`src/rtl/bm_div_pkg.sv`:
```
// Shared definitions for the sequential restoring divider.
//   BITS0  - default divisor / remainder width
//   BITS2  - default dividend / quotient width (also the iteration count)
//   CNT_W  - iteration counter width
//   state_t - controller states IDLE / BUSY / DONE
package bm_div_pkg;

  localparam int BITS0 = 9;
  localparam int BITS2 = 18;
  localparam int CNT_W = 5;

  typedef enum logic [1:0] {
    IDLE = 2'd0,
    BUSY = 2'd1,
    DONE = 2'd2
  } state_t;

endpackage

```
`src/rtl/bm_div_step.sv`:
```
// One restoring-division iteration (purely combinational).
//   rem      in   W_R  partial remainder
//   q        in   W_Q  dividend bits still to shift in / quotient bits retired so far
//   divisor  in   W_R  divisor
//   rem_next out  W_R  partial remainder after this iteration
//   q_next   out  W_Q  shifted quotient with the new bit in q_next[0]
module bm_div_step #(
  parameter int W_R = bm_div_pkg::BITS0,
  parameter int W_Q = bm_div_pkg::BITS2
) (
  input  logic [W_R-1:0] rem,
  input  logic [W_Q-1:0] q,
  input  logic [W_R-1:0] divisor,
  output logic [W_R-1:0] rem_next,
  output logic [W_Q-1:0] q_next
);
  import bm_div_pkg::*;

  // One extra bit so the shifted remainder can be compared against the divisor
  // without overflow.
  logic [W_R:0] shifted;

  always_comb begin
    shifted = {rem, q[W_Q-1]};
    if (shifted >= {1'b0, divisor}) begin
      // With a non-zero divisor the difference is always below the divisor, so
      // dropping the top bit is lossless. With a zero divisor the truncation is
      // what leaves the low dividend bits in the remainder.
      rem_next = W_R'(shifted - {1'b0, divisor});
      q_next   = {q[W_Q-2:0], 1'b1};
    end else begin
      rem_next = shifted[W_R-1:0];
      q_next   = {q[W_Q-2:0], 1'b0};
    end
  end

endmodule

```
`src/rtl/bm_seq_divider.sv`:
```
// Iterative restoring divider: one quotient bit per clock, valid/ready on both sides.
//   clock      in   1      rising-edge clock
//   reset      in   1      asynchronous active-high reset
//   in_valid   in   1      operands valid
//   in_ready   out  1      idle, will accept on in_valid
//   dividend   in   BITS2  unsigned dividend
//   divisor    in   BITS0  unsigned divisor
//   out_valid  out  1      result valid
//   out_ready  in   1      consumer takes the result
//   quotient   out  BITS2  unsigned quotient
//   remainder  out  BITS0  unsigned remainder
//   div_zero   out  1      divisor was zero (only with BM_DIV_ZERO_FLAG_EN)
// Build option: define BM_DIV_ZERO_FLAG_EN to add div_zero and a one-cycle
// shortcut for a zero divisor.
//
// state | meaning
// IDLE  | waiting for operands, in_ready high
// BUSY  | iterating, one quotient bit per clock
// DONE  | result presented, waiting for out_ready
module bm_seq_divider #(
  parameter int BITS0 = bm_div_pkg::BITS0,
  parameter int BITS2 = bm_div_pkg::BITS2
) (
  input  logic             clock,
  input  logic             reset,
  input  logic             in_valid,
  output logic             in_ready,
  input  logic [BITS2-1:0] dividend,
  input  logic [BITS0-1:0] divisor,
  output logic             out_valid,
  input  logic             out_ready,
  output logic [BITS2-1:0] quotient,
  output logic [BITS0-1:0] remainder
`ifdef BM_DIV_ZERO_FLAG_EN
  ,
  output logic             div_zero
`endif
);
  import bm_div_pkg::*;

  state_t           state, state_next;
  logic [CNT_W-1:0] cnt;
  logic [BITS0-1:0] div_r, rem_r, rem_step;
  logic [BITS2-1:0] q_r, q_step;
  logic [BITS2-1:0] quotient_r;
  logic [BITS0-1:0] remainder_r;
  logic             accept, last_iter, zero_div;

  assign accept    = in_valid && (state == IDLE);
  assign last_iter = (state == BUSY) && (cnt == '0);

`ifdef BM_DIV_ZERO_FLAG_EN
  assign zero_div = (divisor == '0);
`else
  assign zero_div = 1'b0;
`endif

  bm_div_step #(.W_R(BITS0), .W_Q(BITS2)) u_step (
    .rem      (rem_r),
    .q        (q_r),
    .divisor  (div_r),
    .rem_next (rem_step),
    .q_next   (q_step)
  );

  always_ff @(posedge clock or posedge reset) begin
    if (reset) state <= IDLE;
    else       state <= state_next;
  end

  always_comb begin
    state_next = state;
    case (state)
      IDLE:    if (in_valid) state_next = zero_div ? DONE : BUSY;
      BUSY:    if (cnt == '0) state_next = DONE;
      DONE:    if (out_ready) state_next = IDLE;
      default: state_next = IDLE;
    endcase
  end

  // Down-counter loaded with BITS2-1 on accept; the iteration taken while it
  // reads zero is the last one.
  always_ff @(posedge clock or posedge reset) begin
    if (reset) begin
      cnt         <= '0;
      div_r       <= '0;
      rem_r       <= '0;
      q_r         <= '0;
      quotient_r  <= '0;
      remainder_r <= '0;
    end else begin
      if (accept) begin
        div_r <= divisor;
        rem_r <= '0;
        q_r   <= dividend;
        cnt   <= CNT_W'(BITS2 - 1);
      end else if (state == BUSY) begin
        rem_r <= rem_step;
        q_r   <= q_step;
        if (cnt != '0) cnt <= cnt - CNT_W'(1);
      end
      if (last_iter) begin
        quotient_r  <= q_step;
        remainder_r <= rem_step;
      end else if (accept && zero_div) begin
        // Same values the full iteration would produce for a zero divisor.
        quotient_r  <= '1;
        remainder_r <= dividend[BITS0-1:0];
      end
    end
  end

`ifdef BM_DIV_ZERO_FLAG_EN
  logic div_zero_r;

  always_ff @(posedge clock or posedge reset) begin
    if (reset)                              div_zero_r <= 1'b0;
    else if (accept)                        div_zero_r <= zero_div;
    else if (state == DONE && out_ready)    div_zero_r <= 1'b0;
  end

  assign div_zero = div_zero_r;
`endif

  assign in_ready  = (state == IDLE);
  assign out_valid = (state == DONE);
  assign quotient  = quotient_r;
  assign remainder = remainder_r;

endmodule

```
`config.mk`:
```
export PLATFORM = sky130hd
export DESIGN_NAME = bm_seq_divider
export DESIGN_NICKNAME = d
export VERILOG_FILES = /design/src/rtl/bm_div_pkg.sv /design/src/rtl/bm_div_step.sv /design/src/rtl/bm_seq_divider.sv
export SDC_FILE = /design/constraint.sdc
export NUM_CORES = 1
export LEC_CHECK = 0
export BUFFER_PORTS_ARGS = -buffer_cell sky130_fd_sc_hd__buf_4
export CAP_MARGIN = 25
export CELL_PAD_IN_SITES_DETAIL_PLACEMENT = 1
export CELL_PAD_IN_SITES_GLOBAL_PLACEMENT = 1
export CORE_ASPECT_RATIO = 1.75
export CORE_MARGIN = 5
export CORE_UTILIZATION = 47
export CTS_BUF_LIST = sky130_fd_sc_hd__clkbuf_4
export CTS_CLUSTER_DIAMETER = 150
export DETAILED_ROUTE_END_ITERATION = 16
export PLACE_DENSITY_LB_ADDON = 0.2
export SLEW_MARGIN = 20
export SYNTH_ARGS = -nofsm -noshare
export SYNTH_HDL_FRONTEND = slang
export SYNTH_SLANG_ARGS = --single-unit
```
`constraint.sdc`:
```
create_clock -name clock -period 4 [get_ports clock]
set_clock_uncertainty 0.1 [all_clocks]
set_input_delay 0.8 -clock clock [delete_from_list [all_inputs] [get_ports clock]]
set_output_delay 0.8 -clock clock [all_outputs]
set_load 0.05 [all_outputs]
```
; Word level (Yosys, flattened, before mapping)
; Cells that the tools add are included.
[word_totals]
ff_bits = 70
in_bits = 31
out_inout_bits = 29
elab_cells = 37
[op_classes]
n_addsub = 2
magnitude_cmp = 1
eq_ne = 5
mux = 13
reduce_logical = 9
[op_table]
columns = operator, n
row1 = $mux 18, 2
row2 = $mux 9, 3
row3 = $mux 5, 3
row4 = $ge 10x9->1, 1
row5 = $sub 9x9->9, 1
row6 = $mux 2, 3
row7 = $pmux 2 s3, 1
row8 = $logic_not 5->1, 1
row9 = $reduce_bool 5->1, 1
row10 = $sub 5x1->5 const B, 1
row11 = $ne 2x2->1 const B, 2
row12 = $reduce_bool 2->1, 2
row13 = $reduce_and 3->1, 1
row14 = $eq 2x1->1 const B, 1
row15 = $eq 2x2->1 const B, 1
row16 = $logic_and 1x1->1, 2
row17 = $logic_not 2->1, 1
row18 = $ne 2x1->1 const B, 1
row19 = $reduce_and 2->1, 1
row20 = $mux 1, 1

; Depth between registers and ports, before layout
; Gate-level depths: netlist of run 1.
[depth]
depth_word = 4
mapped_depth = 10
mapped_depth_nobuf = 9

; By module
; From an unflattened synthesis of run 1, not the netlist that was laid out.
[unflattened]
cells_unflattened = 353
hier_area_um2 = 3702.3
[by_module_without_submodules]
columns = module, instances, cells_each, area_each_um2, seq_area_each_um2
row1 = bm_seq_divider, 1, 250, 2901.5, 1751.7
row2 = bm_div_step, 1, 103, 800.8, 0.0

; Worst setup path before layout of run 1
; Ideal clock, no wire load.
[synth_path]
path_kind = register -> register
startpoint = register q_r[17]
endpoint = register remainder_r[0], in the netlist remainder[0]
setup_ns = 0.075
arrival_time_ns = 2.215
required_time_ns = 3.825
path_slack_ns = 1.610
path_stages_with_launch = 10
n_path_buf = 0
period_less_slack_ns = 2.390
cell_sequence = dfrtp_1 inv_1 ha_1 inv_1 fa_1 a211oi_4 o211ai_2 a21oi_2 mux2_4 o21ai_2
[synth_via]
elab_chain_len = 2
word_cells_on_any_way = 3
cone_classes = add/sub: 1 / order compare: 1 / mux: 1
[synth_lines]
columns = element, line_no
row1 = "start, declared", bm_seq_divider.sv:44  ; logic [BITS2-1:0] q_r, q_step;
row2 = "start signal, assigned", bm_seq_divider.sv:95  ; q_r <= dividend;
row3 = "start signal, assigned", bm_seq_divider.sv:99  ; q_r <= q_step;
row4 = $sub 9x9->9 or $ge 10x9->1 (tied branches), "bm_div_step.sv:29, bm_div_step.sv:25"
row5 = $mux 9 (*), bm_div_step.sv:25  ; if (shifted >= {1'b0, divisor}) begin
row6 = "end signal, assigned", bm_seq_divider.sv:104  ; remainder_r <= rem_step;
row7 = "end signal, assigned", bm_seq_divider.sv:108  ; remainder_r <= dividend[BITS0-1:0];
row8 = "end, declared", bm_seq_divider.sv:46  ; logic [BITS0-1:0] remainder_r;
; Mark *: on every way between the ends. The rest lies on a longest branch, timed or not.
; A chain may end at the register's enable or synchronous reset.

; Final worst setup path of run 1
; Same ends and word-level chain as after synthesis.

==> results of run 1 <==
layout make-up:
class | count | area share
Sequential cell | 70 | 0.436
Multi-Input combinational cell | 262 | 0.366
Timing Repair Buffer | 65 | 0.123
Tap cell | 84 | 0.0262
Clock buffer | 11 | 0.0206
Inverter | 16 | 0.0150
Clock inverter | 5 | 0.0125
Antenna cell | 1 | 0.000623
synthesized netlist by cell type, types with 2 or more instances:
cell type,count,share of area
a211o_1,2,0.0052
a211oi_1,2,0.0045
a21o_1,2,0.0045
a21oi_1,5,0.0074
a22oi_1,11,0.025
a31oi_1,10,0.019
and2_1,2,0.0037
buf_2,3,0.0045
clkbuf_1,15,0.017
dfrtp_1,70,0.52
ha_1,11,0.041
inv_1,16,0.018
mux2i_1,5,0.015
nand2_1,114,0.13
nand2b_1,2,0.0037
nand3_1,11,0.016
nor2_1,22,0.025
nor2b_1,2,0.0037
nor3_1,2,0.0030
o211ai_1,5,0.011
o21ai_0,3,0.0045
o21ai_1,21,0.031
o21ai_2,2,0.0052
xnor2_1,3,0.0078
xor2_1,6,0.016
critical path, stage by stage (launching register included):
cell and delay (ns):
dfrtp_1 0.38, inv_1 0.10, ha_1 0.19, inv_1 0.06
fa_1 0.44, a211oi_4 0.34, o211ai_2 0.15, a21oi_2 0.34
mux2_4 0.35, o21ai_2 0.14
state kept, by name, summed over array words and instances, names as in the netlist:
signal and cells:
div_r 9, remainder 9, state 2, cnt 5, q_r 18, quotient 18, rem_r 9
power by group through the flow:
stage,clock (mW),sequential (mW),combinational (mW)
floorplan,0,1.66,1.45
global placement,0,1.31,2.42
detailed placement,0,1.32,2.51
CTS,0.463,1.31,2.53
global route,0.495,1.35,2.74
finish,0.451,1.31,2.50
worst min path at each step:
| stage | start | end | slack (ns) | depth (start not counted) |
|---|---|---|---|---|
| 3_5_place_dp | quotient[13] | quotient[13] | 0.37 | 2 |
| 4_1_cts | reset | q_r[16] | 0.31 | 3 |
| 3_3_place_gp | quotient[13] | quotient[13] | 0.36 | 2 |
| 6_report | reset | q_r[16] | 0.32 | 3 |
| 2_1_floorplan | div_r[0] | div_r[0] | 0.35 | 2 |
| 5_1_grt | reset | q_r[16] | 0.32 | 3 |
metrics by stage:
stage	setup slack, ns	hold WS [ns]	util
2_1_floorplan	1.33	0.352	-
3_3_place_gp	1.47	0.361	0.560
3_5_place_dp	1.38	0.365	0.562
4_1_cts	1.35	0.310	0.581
5_1_grt	1.18	0.322	0.582
6_report	1.34	0.319	0.582
metal layers:
layer / global-route usage / wire length [um]
met5: 0 / 0
met1: 0.243 / 3440
met4: 0.113 / 349
met2: 0.411 / 5170
met3: 0.0479 / 344
cell families after synthesis:
logic type	Yosys count	share of synthesized area
AND/OR/NAND/NOR	162	0.200
AO/OA/AOI/OAI	73	0.147
flip-flops	70	0.521
buffers and inverters	35	0.0424
adder cells (fa/ha/maj)	12	0.0469
XOR/XNOR	9	0.0235
multiplexers	6	0.0194
cell usage in the layout (no fill, tap or decap), types with 6 or more instances in the layout:
cell type | synthesis | routed
o21ai_1 | 21 | 21
inv_1 | 16 | 15
nor2_1 | 22 | 22
xor2_1 | 6 | 6
nand3_1 | 11 | 11
a22oi_1 | 11 | 11
ha_1 | 11 | 11
dfrtp_1 | 70 | 70
clkbuf_4 | 0 | 11
buf_4 | 0 | 64
nand2_1 | 114 | 114
a31oi_1 | 10 | 10
==> qor.yml, run 1 <==
timing:
  fmax_mhz: 376
  hold_viol_final: 0
  min_period_ns: 2.66
  tns_ns: 0
  setup_viol: 0
  report.final.slew_viol_count: 0
  rsz0062_at_grt: "no"
  min_period_over_period: 0.665
  worst_pin_slew_ns: 0.942
  slew-limit-headroom: 0.372
cts:
  clkSinkCount: 70
  clock_path_buffers: 2
  postCtsSetupBuffers: 0
  cts_resized: 0
  clk_pin_slew_ns: 0.11
  cts_tree: "built"
  cts-htree-levels: 3
  clock_latency_ns: 0.43
  clk_root_buffer_cell: "clkbuf_4"
  cts_buffers: 9
  postCtsHoldBufs: 0
floorplan:
  ioPinCount: 60
  initial_core_util: 0.487
  die_h_um: 122
  core-area_um2: 6910
  num_rows: 40
  die_w_um: 73.9
  dieArea_um2: 9010
synth:
  synth_area_um2: 3360
  syn-num-nets: 410
  synth_cells: 367
  synth-seq-cells: 70
  synth.avg_cell_area_um2: 9.16
  yosys_warnings: 0
  synth_flop_cell: "dfrtp_1"
  synth_seq_area_share: 0.521
  synth_cell_type_count: 45
  synth_edf_count: 0
  async_reset_ff_frac: 1.00
place:
  dpl-instance-area_um2: 3880
  io_buffers: 59
  routabilityCongestion: 0.901
  dp_hpwl_um: 6940
  dp.cells: 497
finish:
  seq_area_um2: 1750
  design_area_um2: 4020
  layout-drive-gt1-share: 0.205
  multi_input_area_um2: 1470
  area_delta_synth_final_pct: 19.5
  fin_cells: 514
  num-fill-cells: 838
  fin_nets: 467
critical_path:
  rr_worst_depth: 9
  crit_fanout: 7
  rrSetupSlack_ns: 1.34
  worstPathRequired_ns: 4.26
  crit_path_start: "q_r[17]"
  rr_endpoint: "remainder[0]"
  rr_startpoint: "q_r[17]"
  endpoint: "remainder[0]"
  crit_path_end_kind: "flip-flop"
  arrival_ns: 2.92
  worstSetupPathType: "reg2reg"
  startpoint_type: "flip-flop"
route:
  totalWireLength_um: 9300
  vias: 2862
  first_pass_iters: 5
  drt_iter0_markers: 117
  postRouteAntennaNets: 0
  via_per_inst: 5.57
  routedWlPerCell_um: 18.1
  drc: 0
power_and_ir_drop:
  vdd_drop_max_v: 0.000452
  switching_power_mw: 2.11
  leakagePower_nw: 2.02
  pwr_density_cell_nw_per_um2: 1060
  swShare: 0.496
  combPwrFrac: 0.588
  p_clk_frac: 0.106
  report.power.total_mw: 4.26
  p_seq_frac: 0.307
  intPower_mw: 2.15
flow_run:
  maxCapViolations: 0
global_routing:
  globalRouteTotalUtil: 0.228
  grt_overflow_total: 0
  antenna_found_initial: 1
  grt_pass1_vias: 3203
  grt_max_degree: 47
  grt_pass1_wl_um: 15400
hold_path:
  hold_path_class: "in2async"
outcome:
  status: "finished clean"
Power figures use the tool's default switching activity.
==> inputs of run 2 (changes only) <==
--- a/config.mk
+++ b/config.mk
@@ -5,13 +5,14 @@
 export SDC_FILE = /design/constraint.sdc
 export NUM_CORES = 1
 export LEC_CHECK = 0
+export ABC_AREA = 1
 export BUFFER_PORTS_ARGS = -buffer_cell sky130_fd_sc_hd__buf_4
 export CAP_MARGIN = 25
 export CELL_PAD_IN_SITES_DETAIL_PLACEMENT = 1
 export CELL_PAD_IN_SITES_GLOBAL_PLACEMENT = 1
 export CORE_ASPECT_RATIO = 1.75
 export CORE_MARGIN = 5
-export CORE_UTILIZATION = 47
+export CORE_UTILIZATION = 39
 export CTS_BUF_LIST = sky130_fd_sc_hd__clkbuf_4
 export CTS_CLUSTER_DIAMETER = 150
 export DETAILED_ROUTE_END_ITERATION = 16
==> constraint.sdc (replaced) <==
create_clock -name clock -period 2.25 [get_ports clock]
set_clock_uncertainty 0.1 [all_clocks]
set_input_delay 0.45 -clock clock [delete_from_list [all_inputs] [get_ports clock]]
set_output_delay 0.45 -clock clock [all_outputs]
set_load 0.05 [all_outputs]
==> run 2 against run 1 <==
  * Maximum frequency rose by 28%
  * Cell count rose by 17%
  * Setup slack got worse by 1.2 ns
  * Non-clock buffer count rose by 8
==> qor.yml, run 2 <==
finish:
  area_delta_synth_final_pct: 20.9
  layout-drive-gt1-share: 0.210  # +0.00518
  final_cell_mix: "nand2_1, buf_4, dfrtp_1"
  mostFrequentLayoutCell: "nand2_1"
  multi_input_area_um2: 1410  # -4.3%
  diodes: 0  # -1
  num-fill-cells: 1124  # +34%
  seq_area_um2: 1750  # unchanged
  fin_nets: 526  # +13%
critical_path:
  cpPeakStageDelay_ns: 0.46  # +0.02 ns
  cp_common_cell: "nand2_1"
  crit_path_end_kind: "flip-flop"
  arrival_ns: 2.29  # -0.63 ns
  startpoint_type: "flip-flop"
  worstSetupPathType: "reg2reg"
  worstPathRequired_ns: 2.46  # -1.80 ns
  slowest_stage: "dfrtp_1"
  crit_chain: "ha_1, nand2_1, inv_1, a21oi_1, nand2_1, nand2_4, nand2_4, nand2_1, nand2_1, nand2_1, nand2_1"
  crit_fanout: 11  # +4
place:
  routabilityCongestion: 0.863  # -4.2%
  dp_hpwl_um: 7370  # +6.1%
  io_buffers: 59  # unchanged
synth:
  async_reset_ff_frac: 1.00  # unchanged
  netlist_top_cells_count: "nand2_1, dfrtp_1, inv_1"
  synth_cell_type_count: 34  # -24%
  yosys_warnings: 0  # unchanged
  synth_edf_count: 0  # unchanged
  synth-seq-cells: 70  # unchanged
  synth_area_um2: 3450  # +2.6%
  synth.most_common_cell: "nand2_1"
  syn-num-nets: 457  # +11%
  yosysTopAreaCellShare: 0.508  # -0.0131
  synth_seq_area_share: 0.508  # -0.0131
  synthTopCellsByArea: "dfrtp_1, nand2_1, inv_1, nand3_1, o21ai_0"
  synth.avg_cell_area_um2: 8.33  # -9.1%
  synth_flop_cell: "dfrtp_1"
  synth_cells: 414  # +13%
  yosys.area.top_type: "dfrtp_1"
floorplan:
  dieArea_um2: 10900  # +21%
  die_w_um: 81.1  # +9.7%
  num_rows: 45  # +13%
  core-area_um2: 8670  # +26%
  die_h_um: 134  # +10%
  initial_core_util: 0.398  # -0.0890
  ioPinCount: 60  # unchanged
global_routing:
  antenna_found_initial: 0  # -1
  grt_pass1_vias: 3217  # +0.44%
  grt_overflow_total: 0  # unchanged
  globalRouteTotalUtil: 0.192  # -0.0355
  grt_pass1_wl_um: 15800  # +2.6%
  grt_max_degree: 46  # -2.1%
timing:
  report.final.slew_viol_count: 0  # unchanged
  min_period_over_period: 0.924  # +0.259
  worst_pin_slew_ns: 0.716  # -0.226 ns
  min_period_ns: 2.08  # -0.580 ns
  hold_viol_final: 0  # unchanged
  fmax_mhz: 481  # +28%
  setup_viol: 0  # unchanged
  rsz0062_at_grt: "no"
  tns_ns: 0  # unchanged
  slew-limit-headroom: 0.522  # +0.150
route:
  first_pass_iters: 5  # unchanged
  routedWlPerCell_um: 16.0  # -11%
  vias: 3030  # +5.9%
  drc: 0  # unchanged
  via_per_inst: 5.03  # -9.6%
  drt_iter0_markers: 121  # +3.4%
  totalWireLength_um: 9660  # +3.9%
  postRouteAntennaNets: 0  # unchanged
cts:
  cts-htree-levels: 3  # unchanged
  clkSinkCount: 70  # unchanged
  cts_tree: "built"
  clk_pin_slew_ns: 0.11  # about the same
  clk_root_buffer_cell: "clkbuf_4"
  clock_latency_ns: 0.41  # -0.02 ns
  cts_buffers: 9  # unchanged
  clock_path_buffers: 2  # unchanged
outcome:
  status: "finished clean"
hold_path:
  hold_path_class: "in2async"
flow_run:
  maxCapViolations: 0  # unchanged
==> run 2: changes by cell type after synthesis, sizes merged, moves of 9 or more <==
cell,change
nor2,-9
a31oi,-10
inv,+36
o221ai,+11
nand3,+18
a22oi,-10
nand2,+40
==> run 2: stage by stage <==
stage                     instances   util  hold slack, ns  instance area, um2  setup WS, ns
after floorplan                 414      -           0.349                3450        0.0861
after global routing            602  0.481          0.0115                4170        0.0120
after global placement          585  0.466           0.369                4040         0.182
after detailed placement        585  0.466           0.379                4040        0.0823
after CTS                       598  0.476        0.000807                4130        0.0660
final                           602  0.481         0.00263                4170         0.171
==> run 2: cells by family (layout without fill, tap and decap cells) <==
logic type,Yosys count,after routing,share of synthesized area
flops,70,70,0.508
compound gates,56,56,0.0995
simple gates,205,205,0.252
xor+xnor,3,3,0.00762
buf+inv,68,139,0.0867
fa+ha+maj,12,12,0.0457
==> run 2: area by class of cell <==
| type | count | area share |
|---|---|---|
| Sequential cell | 70 | 0.420 |
| Multi-Input combinational cell | 276 | 0.337 |
| Timing Repair Buffer | 73 | 0.137 |
| Inverter | 53 | 0.0486 |
| Tap cell | 117 | 0.0351 |
| Clock buffer | 10 | 0.0180 |
| Clock inverter | 3 | 0.00360 |
==> run 2: final timing paths <==
kind	end	slack, ns	startpoint	depth (start not counted)
worst max-delay path	rem_r[8]	0.17	rem_r[4]	11
worst min-delay path	quotient[13]	0.003	reset	2
worst max register to register	rem_r[8]	0.17	rem_r[4]	11
worst min register to register	cnt[4]	0.40	cnt[4]	1
max in group asynchronous	quotient[8]	1.50	reset	3
min in group clock	state[1]	0.10	out_ready	2
==> run 2: layer usage <==
layer  routed length [um]  GRT usage
met1                 3510      0.201
met4                  317      0.102
met5                    0          0
met2                 5540      0.351
met3                  301     0.0363
==> run 2: repair_timing <==
action	CTS	global route
buffers inserted	0	4
endpoints found under the setup margin	0	20
gates resized for setup	0	3
hold buffers	0	0
==> run 2: worst max-delay path: cells and delay by family, from the launching register on <==
family	cells	cell delay [ns]
adder cells (fa/ha/maj)	1	0.37
flip-flops	1	0.46
AO/OA/AOI/OAI	1	0.18
buffers and inverters	1	0.06
AND/OR/NAND/NOR	8	0.82
Power of run 2 is not shown: default switching activity piles up to over one toggle a cycle in this logic, so the estimate is an artifact.
